[config.mk]
export PLATFORM = sky130hd
export DESIGN_NAME = selector_disparo_flat
export DESIGN_NICKNAME = d
export VERILOG_FILES = /design/src/rtl/juego_pkg.sv /design/src/rtl/selector_disparo_if.sv /design/src/rtl/selector_disparo_detector_flanco.sv /design/src/rtl/selector_disparo.sv /design/src/flat_wrapper.sv
export SDC_FILE = /design/constraint.sdc
export NUM_CORES = 1
export LEC_CHECK = 0
export BUFFER_PORTS_ARGS = -buffer_cell sky130_fd_sc_hd__buf_4
export CORE_ASPECT_RATIO = 0.75
export CORE_MARGIN = 8
export CORE_UTILIZATION = 40
export DETAILED_ROUTE_END_ITERATION = 12
export PLACE_DENSITY = 0.87
export SETUP_SLACK_MARGIN = 0.3
export SYNTH_ARGS = -nofsm -noshare
export SYNTH_HDL_FRONTEND = slang
export SYNTH_SLANG_ARGS = --single-unit
[constraint.sdc]
create_clock -name clk -period 2.4 [get_ports clk]
set_input_delay 0.12 -clock clk [delete_from_list [all_inputs] [get_ports clk]]
set_output_delay 0.12 -clock clk [all_outputs]
set_load 0.01 [all_outputs]
[src/rtl/juego_pkg.sv]
// Shared game definitions: cell and game-state codes, board size, and the
// shot-selector state encoding used by selector_disparo.
package juego_pkg;

  localparam int N_TABLERO = 5;

  typedef logic [2:0] coord_t;
  typedef logic [2:0] celda_t;

  localparam celda_t CELDA_AGUA    = 3'b001;
  localparam celda_t CELDA_BARCO   = 3'b010;
  localparam celda_t CELDA_TOCADO  = 3'b011;
  localparam celda_t CELDA_FALLADO = 3'b100;

  localparam logic [2:0] EST_INICIO  = 3'b000;
  localparam logic [2:0] EST_COLOCAR = 3'b001;
  localparam logic [2:0] EST_JUGADOR = 3'b010;
  localparam logic [2:0] EST_PC      = 3'b011;
  localparam logic [2:0] EST_FIN     = 3'b100;

  typedef enum logic [1:0] {
    IDLE   = 2'd0,
    SELECT = 2'd1,
    FIRE   = 2'd2,
    WAIT   = 2'd3
  } sel_state_t;

  // Bit positions of the five buttons in the edge-detector vector.
  localparam int BTN_DER     = 0;
  localparam int BTN_IZQ     = 1;
  localparam int BTN_ABAJO   = 2;
  localparam int BTN_ARRIBA  = 3;
  localparam int BTN_DISPARO = 4;

  typedef struct packed {
    logic   hit;
    coord_t x;
    coord_t y;
  } celda_sel_t;

  function automatic logic celda_disparada(input celda_t c);
    return (c == CELDA_TOCADO) || (c == CELDA_FALLADO);
  endfunction

endpackage

[src/rtl/selector_disparo_if.sv]
// Player-side shot-selection bus: game context and buttons in, cursor and
// shot strobes out. master = stimulus/UI side, slave = selector_disparo.
interface selector_disparo_if
  import juego_pkg::*;
#(
  parameter int N = N_TABLERO
);

  logic [2:0]                estado;
  logic                      turno;
  logic                      btn_arriba;
  logic                      btn_abajo;
  logic                      btn_izq;
  logic                      btn_der;
  logic                      btn_disparo;
  logic [N-1:0][N-1:0][2:0]  pc_board;   // [row y][col x]
  coord_t                    x;
  coord_t                    y;
  logic                      disparo;
  logic                      invalido;
  logic                      activo;

  modport master (
    output estado, turno, btn_arriba, btn_abajo, btn_izq, btn_der,
           btn_disparo, pc_board,
    input  x, y, disparo, invalido, activo
  );

  modport slave (
    input  estado, turno, btn_arriba, btn_abajo, btn_izq, btn_der,
           btn_disparo, pc_board,
    output x, y, disparo, invalido, activo
  );

endinterface

[src/rtl/selector_disparo_detector_flanco.sv]
// detector_flanco: 1-bit synchronous rising-edge detector for a debounced
// button level; history presets to 1 so a button held through reset is no press.
module detector_flanco (
  input  logic clk,
  input  logic reset,
  input  logic d,
  output logic flanco
);

  logic prev;

  // NOTE: sequential state uses non-blocking (<=) so every flop samples
  // pre-edge values regardless of block ordering.
  always_ff @(posedge clk) begin
    if (!reset) prev <= 1'b1;
    else        prev <= d;
  end

  assign flanco = d & ~prev;

endmodule

[src/rtl/selector_disparo.sv]
// selector_disparo: button-driven cursor on the PC board and one-shot-per-turn
// shot request for jugador. Optional auto-fire on turn timeout: TURNO_TIMEOUT_EN.
module selector_disparo
  import juego_pkg::*;
#(
  parameter int N              = N_TABLERO,
  parameter int TIMEOUT_CYCLES = 750_000_000
) (
  input  logic                clk,
  input  logic                reset,
  selector_disparo_if.slave   bus
);

  localparam coord_t MAX_C = coord_t'(N - 1);

  if (N < 2 || N > 8) begin : g_n_check
    $error("selector_disparo: N must be in 2..8");
  end
  if (TIMEOUT_CYCLES < 2) begin : g_timeout_check
    $error("selector_disparo: TIMEOUT_CYCLES must be at least 2");
  end

  // ---------------------------------------------------------------------------
  // Button edge detection
  // ---------------------------------------------------------------------------
  logic [4:0] nivel;
  logic [4:0] flanco;

  assign nivel[BTN_DER]     = bus.btn_der;
  assign nivel[BTN_IZQ]     = bus.btn_izq;
  assign nivel[BTN_ABAJO]   = bus.btn_abajo;
  assign nivel[BTN_ARRIBA]  = bus.btn_arriba;
  assign nivel[BTN_DISPARO] = bus.btn_disparo;

  for (genvar i = 0; i < 5; i++) begin : g_det
    detector_flanco u_det (
      .clk    (clk),
      .reset  (reset),
      .d      (nivel[i]),
      .flanco (flanco[i])
    );
  end

  // ---------------------------------------------------------------------------
  // Selection FSM
  // ---------------------------------------------------------------------------
  sel_state_t state;
  coord_t     cx, cy;
  logic       disparo_q, invalido_q, activo_q;
  logic       turno_ok;
  celda_t     celda;
  logic       expira;

  assign turno_ok = bus.turno && (bus.estado == EST_JUGADOR);
  assign celda    = bus.pc_board[cy][cx];

`ifdef TURNO_TIMEOUT_EN
  localparam logic [31:0] LIMITE = 32'(TIMEOUT_CYCLES - 1);

  logic [31:0] cnt;
  celda_sel_t  libre;

  assign expira = (cnt == LIMITE);

  // Scan backwards so the last hit written is the first unshot cell in
  // raster order (row y first, then column x).
  // NOTE: every always_comb output gets a default first, so no path can
  // leave it unassigned and infer a latch.
  always_comb begin
    libre = '0;
    for (int fy = N - 1; fy >= 0; fy--) begin
      for (int fx = N - 1; fx >= 0; fx--) begin
        if (!celda_disparada(bus.pc_board[fy][fx])) begin
          libre.hit = 1'b1;
          libre.x   = coord_t'(fx);
          libre.y   = coord_t'(fy);
        end
      end
    end
  end
`else
  assign expira = 1'b0;
`endif

  always_ff @(posedge clk) begin
    if (!reset) begin
      state      <= IDLE;
      cx         <= '0;
      cy         <= '0;
      disparo_q  <= 1'b0;
      invalido_q <= 1'b0;
      activo_q   <= 1'b0;
`ifdef TURNO_TIMEOUT_EN
      cnt        <= '0;
`endif
    end else begin
      disparo_q  <= 1'b0;
      invalido_q <= 1'b0;

      case (state)
        IDLE: begin
          if (turno_ok) begin
            state    <= SELECT;
            activo_q <= 1'b1;
`ifdef TURNO_TIMEOUT_EN
            cnt      <= '0;
`endif
          end
        end

        SELECT: begin
`ifdef TURNO_TIMEOUT_EN
          cnt <= cnt + 32'd1;
`endif
          // Turn loss outranks everything, including a confirm in the same cycle.
          if (!turno_ok) begin
            state    <= IDLE;
            activo_q <= 1'b0;
          end else if (expira) begin
`ifdef TURNO_TIMEOUT_EN
            activo_q <= 1'b0;
            if (libre.hit) begin
              cx        <= libre.x;
              cy        <= libre.y;
              disparo_q <= 1'b1;
              state     <= FIRE;
            end else begin
              state <= IDLE;
            end
`endif
          end else if (flanco[BTN_DISPARO]) begin
            if (celda_disparada(celda)) begin
              invalido_q <= 1'b1;
            end else begin
              disparo_q <= 1'b1;
              activo_q  <= 1'b0;
              state     <= FIRE;
            end
          end else if (flanco[BTN_ARRIBA]) begin
            cy <= (cy == '0) ? MAX_C : cy - 3'd1;
          end else if (flanco[BTN_ABAJO]) begin
            cy <= (cy == MAX_C) ? '0 : cy + 3'd1;
          end else if (flanco[BTN_IZQ]) begin
            cx <= (cx == '0) ? MAX_C : cx - 3'd1;
          end else if (flanco[BTN_DER]) begin
            cx <= (cx == MAX_C) ? '0 : cx + 3'd1;
          end
        end

        FIRE: state <= WAIT;

        // Holding here until the turn ends is what limits play to one shot per turn.
        WAIT: begin
          if (!turno_ok) state <= IDLE;
        end

        default: state <= IDLE;
      endcase
    end
  end

  assign bus.x        = cx;
  assign bus.y        = cy;
  assign bus.disparo  = disparo_q;
  assign bus.invalido = invalido_q;
  assign bus.activo   = activo_q;

endmodule

[src/flat_wrapper.sv]
// flat-port wrapper written by rule: the top's interface ports become plain ports
module selector_disparo_flat import juego_pkg::*;
#(
  parameter int N              = N_TABLERO,
  parameter int TIMEOUT_CYCLES = 750_000_000
)
  (clk, reset, bus_estado, bus_turno, bus_btn_arriba, bus_btn_abajo, bus_btn_izq, bus_btn_der, bus_btn_disparo, bus_pc_board, bus_x, bus_y, bus_disparo, bus_invalido, bus_activo);
  selector_disparo_if #(.N(N)) bus_i ();
  input  logic clk;
  input  logic reset;
  input wire logic [$bits(bus_i.estado)-1:0] bus_estado;
  input wire logic [$bits(bus_i.turno)-1:0] bus_turno;
  input wire logic [$bits(bus_i.btn_arriba)-1:0] bus_btn_arriba;
  input wire logic [$bits(bus_i.btn_abajo)-1:0] bus_btn_abajo;
  input wire logic [$bits(bus_i.btn_izq)-1:0] bus_btn_izq;
  input wire logic [$bits(bus_i.btn_der)-1:0] bus_btn_der;
  input wire logic [$bits(bus_i.btn_disparo)-1:0] bus_btn_disparo;
  input wire logic [$bits(bus_i.pc_board)-1:0] bus_pc_board;
  output wire logic [$bits(bus_i.x)-1:0] bus_x;
  output wire logic [$bits(bus_i.y)-1:0] bus_y;
  output wire logic [$bits(bus_i.disparo)-1:0] bus_disparo;
  output wire logic [$bits(bus_i.invalido)-1:0] bus_invalido;
  output wire logic [$bits(bus_i.activo)-1:0] bus_activo;
  assign bus_i.estado = bus_estado;
  assign bus_i.turno = bus_turno;
  assign bus_i.btn_arriba = bus_btn_arriba;
  assign bus_i.btn_abajo = bus_btn_abajo;
  assign bus_i.btn_izq = bus_btn_izq;
  assign bus_i.btn_der = bus_btn_der;
  assign bus_i.btn_disparo = bus_btn_disparo;
  assign bus_i.pc_board = bus_pc_board;
  assign bus_x = bus_i.x;
  assign bus_y = bus_i.y;
  assign bus_disparo = bus_i.disparo;
  assign bus_invalido = bus_i.invalido;
  assign bus_activo = bus_i.activo;
  selector_disparo #(.N(N), .TIMEOUT_CYCLES(TIMEOUT_CYCLES)) u_core (.clk(clk), .reset(reset), .bus(bus_i));
endmodule
==> flow_summary.yaml <==
yosys:
  synth_top_family_by_area: "multiplexers"
  ys_warn_count: 0
  synth_top_area_share_pct: 20.22
  synth_compound_area_share_pct: 16.43
  yosys.area.top_type: "dfxtp_1"
  yosys.area_share.simple_pct: 21.25
  yosys-top-cells-area: "dfxtp_1, mux4_2, mux2i_1"
  seq_area_frac_synth_pct: 20.22
  synth_area_um2: 1584
  synthArstFlopShare_pct: 0
  synthFlopType: "dfxtp_1"
  synth_cell_types: 45
  synth_fp_nets: 260
  synth_edf_count: 0
  yosys-mux-area-fraction_pct: 29.46
  ys_ff_latch: 16
  synth_fa_ha_area_share_pct: 6.319
  netlist_instances: 166
  synth_xor_area_share_pct: 0
  syn_area_per_cell_um2: 9.542
floorplanning:
  die_h_um: 70.50
  dieArea_um2: 6251
  fp.dieW_um: 88.67
  coreArea_um2: 3732
  fp-row-count: 19
  num_io_pins: 95
  initial_core_util_pct: 42.44
global_routing:
  grt_max_degree: 17
  antenna_found_initial: 0
  grt_pass1_vias: 1745
  grtUsageTotal_pct: 16.27
  grt_pass1_wl_um: 8197
  grt_overflow: 0
cells_and_area:
  layout_commonest_cell: "buf_4"
  layoutNonFillerInstCount: 319
  area_growth_pct: 57.90
  final_util_pct: 67.01
  num-nets-final: 362
  fill_cells: 293
  multi_input_area_um2: 1201
  final_area_um2: 2501
  mostFrequentLayoutCells: "buf_4, mux2i_1, dfxtp_1"
  antenna_cells: 0
  layout-drive-gt1-share_pct: 53.56
  seq_area_um2: 326.6
routing:
  vias_per_cell: 5.292
  postRouteAntennaNets: 0
  drc: 0
  wl_per_cell_um: 16.76
  dr.pass1.iters: 4
  routed_wl_um: 5346
  dr.first_iter.drc_count: 94
  routed-via-count: 1688
timing:
  fmax_ghz: 0.4344
  min_period_ns: 2.302
  finalWorstSetupSlack_ns: 0.09787
  hold_viol_final: 0
  drv_slew: 0
  relSlewSlack_pct: 66.93
  setup_viol: 0
  clock_skew_ns: 0.006051
  worst_pin_slew_ns: 0.4950
  rsz0062_at_grt: "yes"
  fin_tns_setup_ns: 0
  post-route-period-util_pct: 95.92
power_and_ir_drop:
  vdd_ir_drop_max_uv: 352.8
  power_density_nw_per_um2: 277.4
  leakage_nw: 1.100
place:
  dp_hpwl_um: 4317
  place_area_um2: 2370
  io_buffers: 94
  place.gp.congestion: 0.8203
  dp_slack_ns: 0.08636
  dp_cells: 310
clock_network:
  cts-root-buf: "clkbuf_8"
  cts_sinks: 16
  tritoncts: "yes"
  clockBufferDepth: 2
  clk_latency_ns: 0.25
  cts_htree_levels: 1
  numCtsBuffers: 3
  clk_pin_slew_worst_paths_ns: 0.07
job:
  max-cap-violations: 0
worst_setup_path:
  required_ns: 2.55
  critical_path.max_stage_delay_ns: 0.50
  cp_slowest_cell: "mux4_2"
  cp_top_family: "multiplexers"
  crit_arrival_ns: 2.45
  crit_chain: "mux2i_1 > o2bb2ai_1 > mux4_2 > or3_4 > a211oi_2 > nor3b_2 > a32o_1"
  r2r-start: "u_core.bus.y[0]"
  cp-end-kind: "register"
  cp_num_buf_inv: 0
  worst-r2r-cell-count: 7
  reg2reg_slack_ns: 0.1
  startpoint_type: "register"
  path_class: "reg -> reg"
  crit_fanout: 8
worst_hold_path:
  hold_depth: 2
  min_from: "bus_btn_arriba"
  min_path_type: "in -> reg"
  holdPathEnd: "u_core.g_det[3].u_det.prev"
run_status:
  status: "complete, no violations"
routing by layer:
| metal | share of wire [%] | track usage [%] | routed length [um] |
|---|---|---|---|
| met5 | 0 | 0 | 0 |
| met4 | 0.47 | 1.121 | 25 |
| met3 | 10 | 5.841 | 560 |
| met2 | 51 | 29.23 | 2736 |
| met1 | 38 | 18.45 | 2024 |
state kept, by name, summed over array words and instances (netlist names), named ones only:
name	flops
u_core.bus.activo	1
u_core.g_det.u_det.prev	5
u_core.bus.disparo	1
u_core.state	1
u_core.bus.y	3
u_core.bus.x	3
u_core.bus.invalido	1
synthesized netlist by cell type (2+ instances only):
master	instances
nand3_1	4
a21boi_0	2
mux2i_1	14
buf_6	3
a221oi_1	2
dfxtp_1	16
ha_1	8
nand2b_1	10
nor3b_1	3
mux2_2	5
o2bb2ai_1	5
a21oi_1	4
or2b_1	2
mux4_2	12
a32oi_1	3
o21ai_0	9
nor4_1	2
inv_1	8
nand2_1	6
and2_1	2
buf_2	5
nand4b_1	2
nor2b_1	8
clkbuf_1	2
a31oi_1	2
nor2_1	8
per-stage QoR:
| step | hold WS, ns | power, mW |
|---|---|---|
| 6_report | 0.04666 | 0.6938 |
| 5_1_grt | 0.04970 | 0.7265 |
| 4_1_cts | 0.04645 | 0.6956 |
| 3_5_place_dp | 0.3123 | 0.4487 |
| 3_3_place_gp | 0.3113 | 0.4463 |
| 2_1_floorplan | 0.1930 | 0.3318 |
logic make-up (layout without fill, tap and decap cells):
kind of cell,Yosys count,in the layout
simple gates,56,56
compound gates,36,36
mux,31,31
buf+inv,19,120
flops,16,16
fa+ha+maj,8,8
repair_timing:
| item | CTS | global route |
|---|---|---|
| buffers inserted | 5 | 0 |
| hold buffers | 0 | 0 |
| endpoints found under the setup margin | 5 | 6 |
| pin swaps | 5 | 0 |
| resized for setup | 3 | 6 |
power breakdown:
| group | internal, mW | switching [mW] |
|---|---|---|
| Sequential | 0.269 | 0.00168 |
| Clock | 0.146 | 0.101 |
| Combinational | 0.126 | 0.0505 |
| Total | 0.541 | 0.153 |
cell type report:
class | instances | area share, %
sequential | 16 | 13.06
tap | 52 | 2.601
clock buffer | 4 | 2.201
multi-input combinational | 131 | 48.02
inverter | 9 | 1.501
timing repair buffer | 107 | 32.62
worst max path at each step:
stage,startpoint,endpoint,slack [ns],cells after the start
after floorplan,u_core.bus.x[0],register,0.14,9
after global placement,u_core.bus.y[0],register,0.12,7
after detailed placement,u_core.bus.y[0],register,0.09,7
after CTS,u_core.bus.x[0],register,0.15,8
after global routing,u_core.bus.y[0],register,0.03,7
final,u_core.bus.y[0],register,0.1,7
Power figures use the tool's default switching activity.
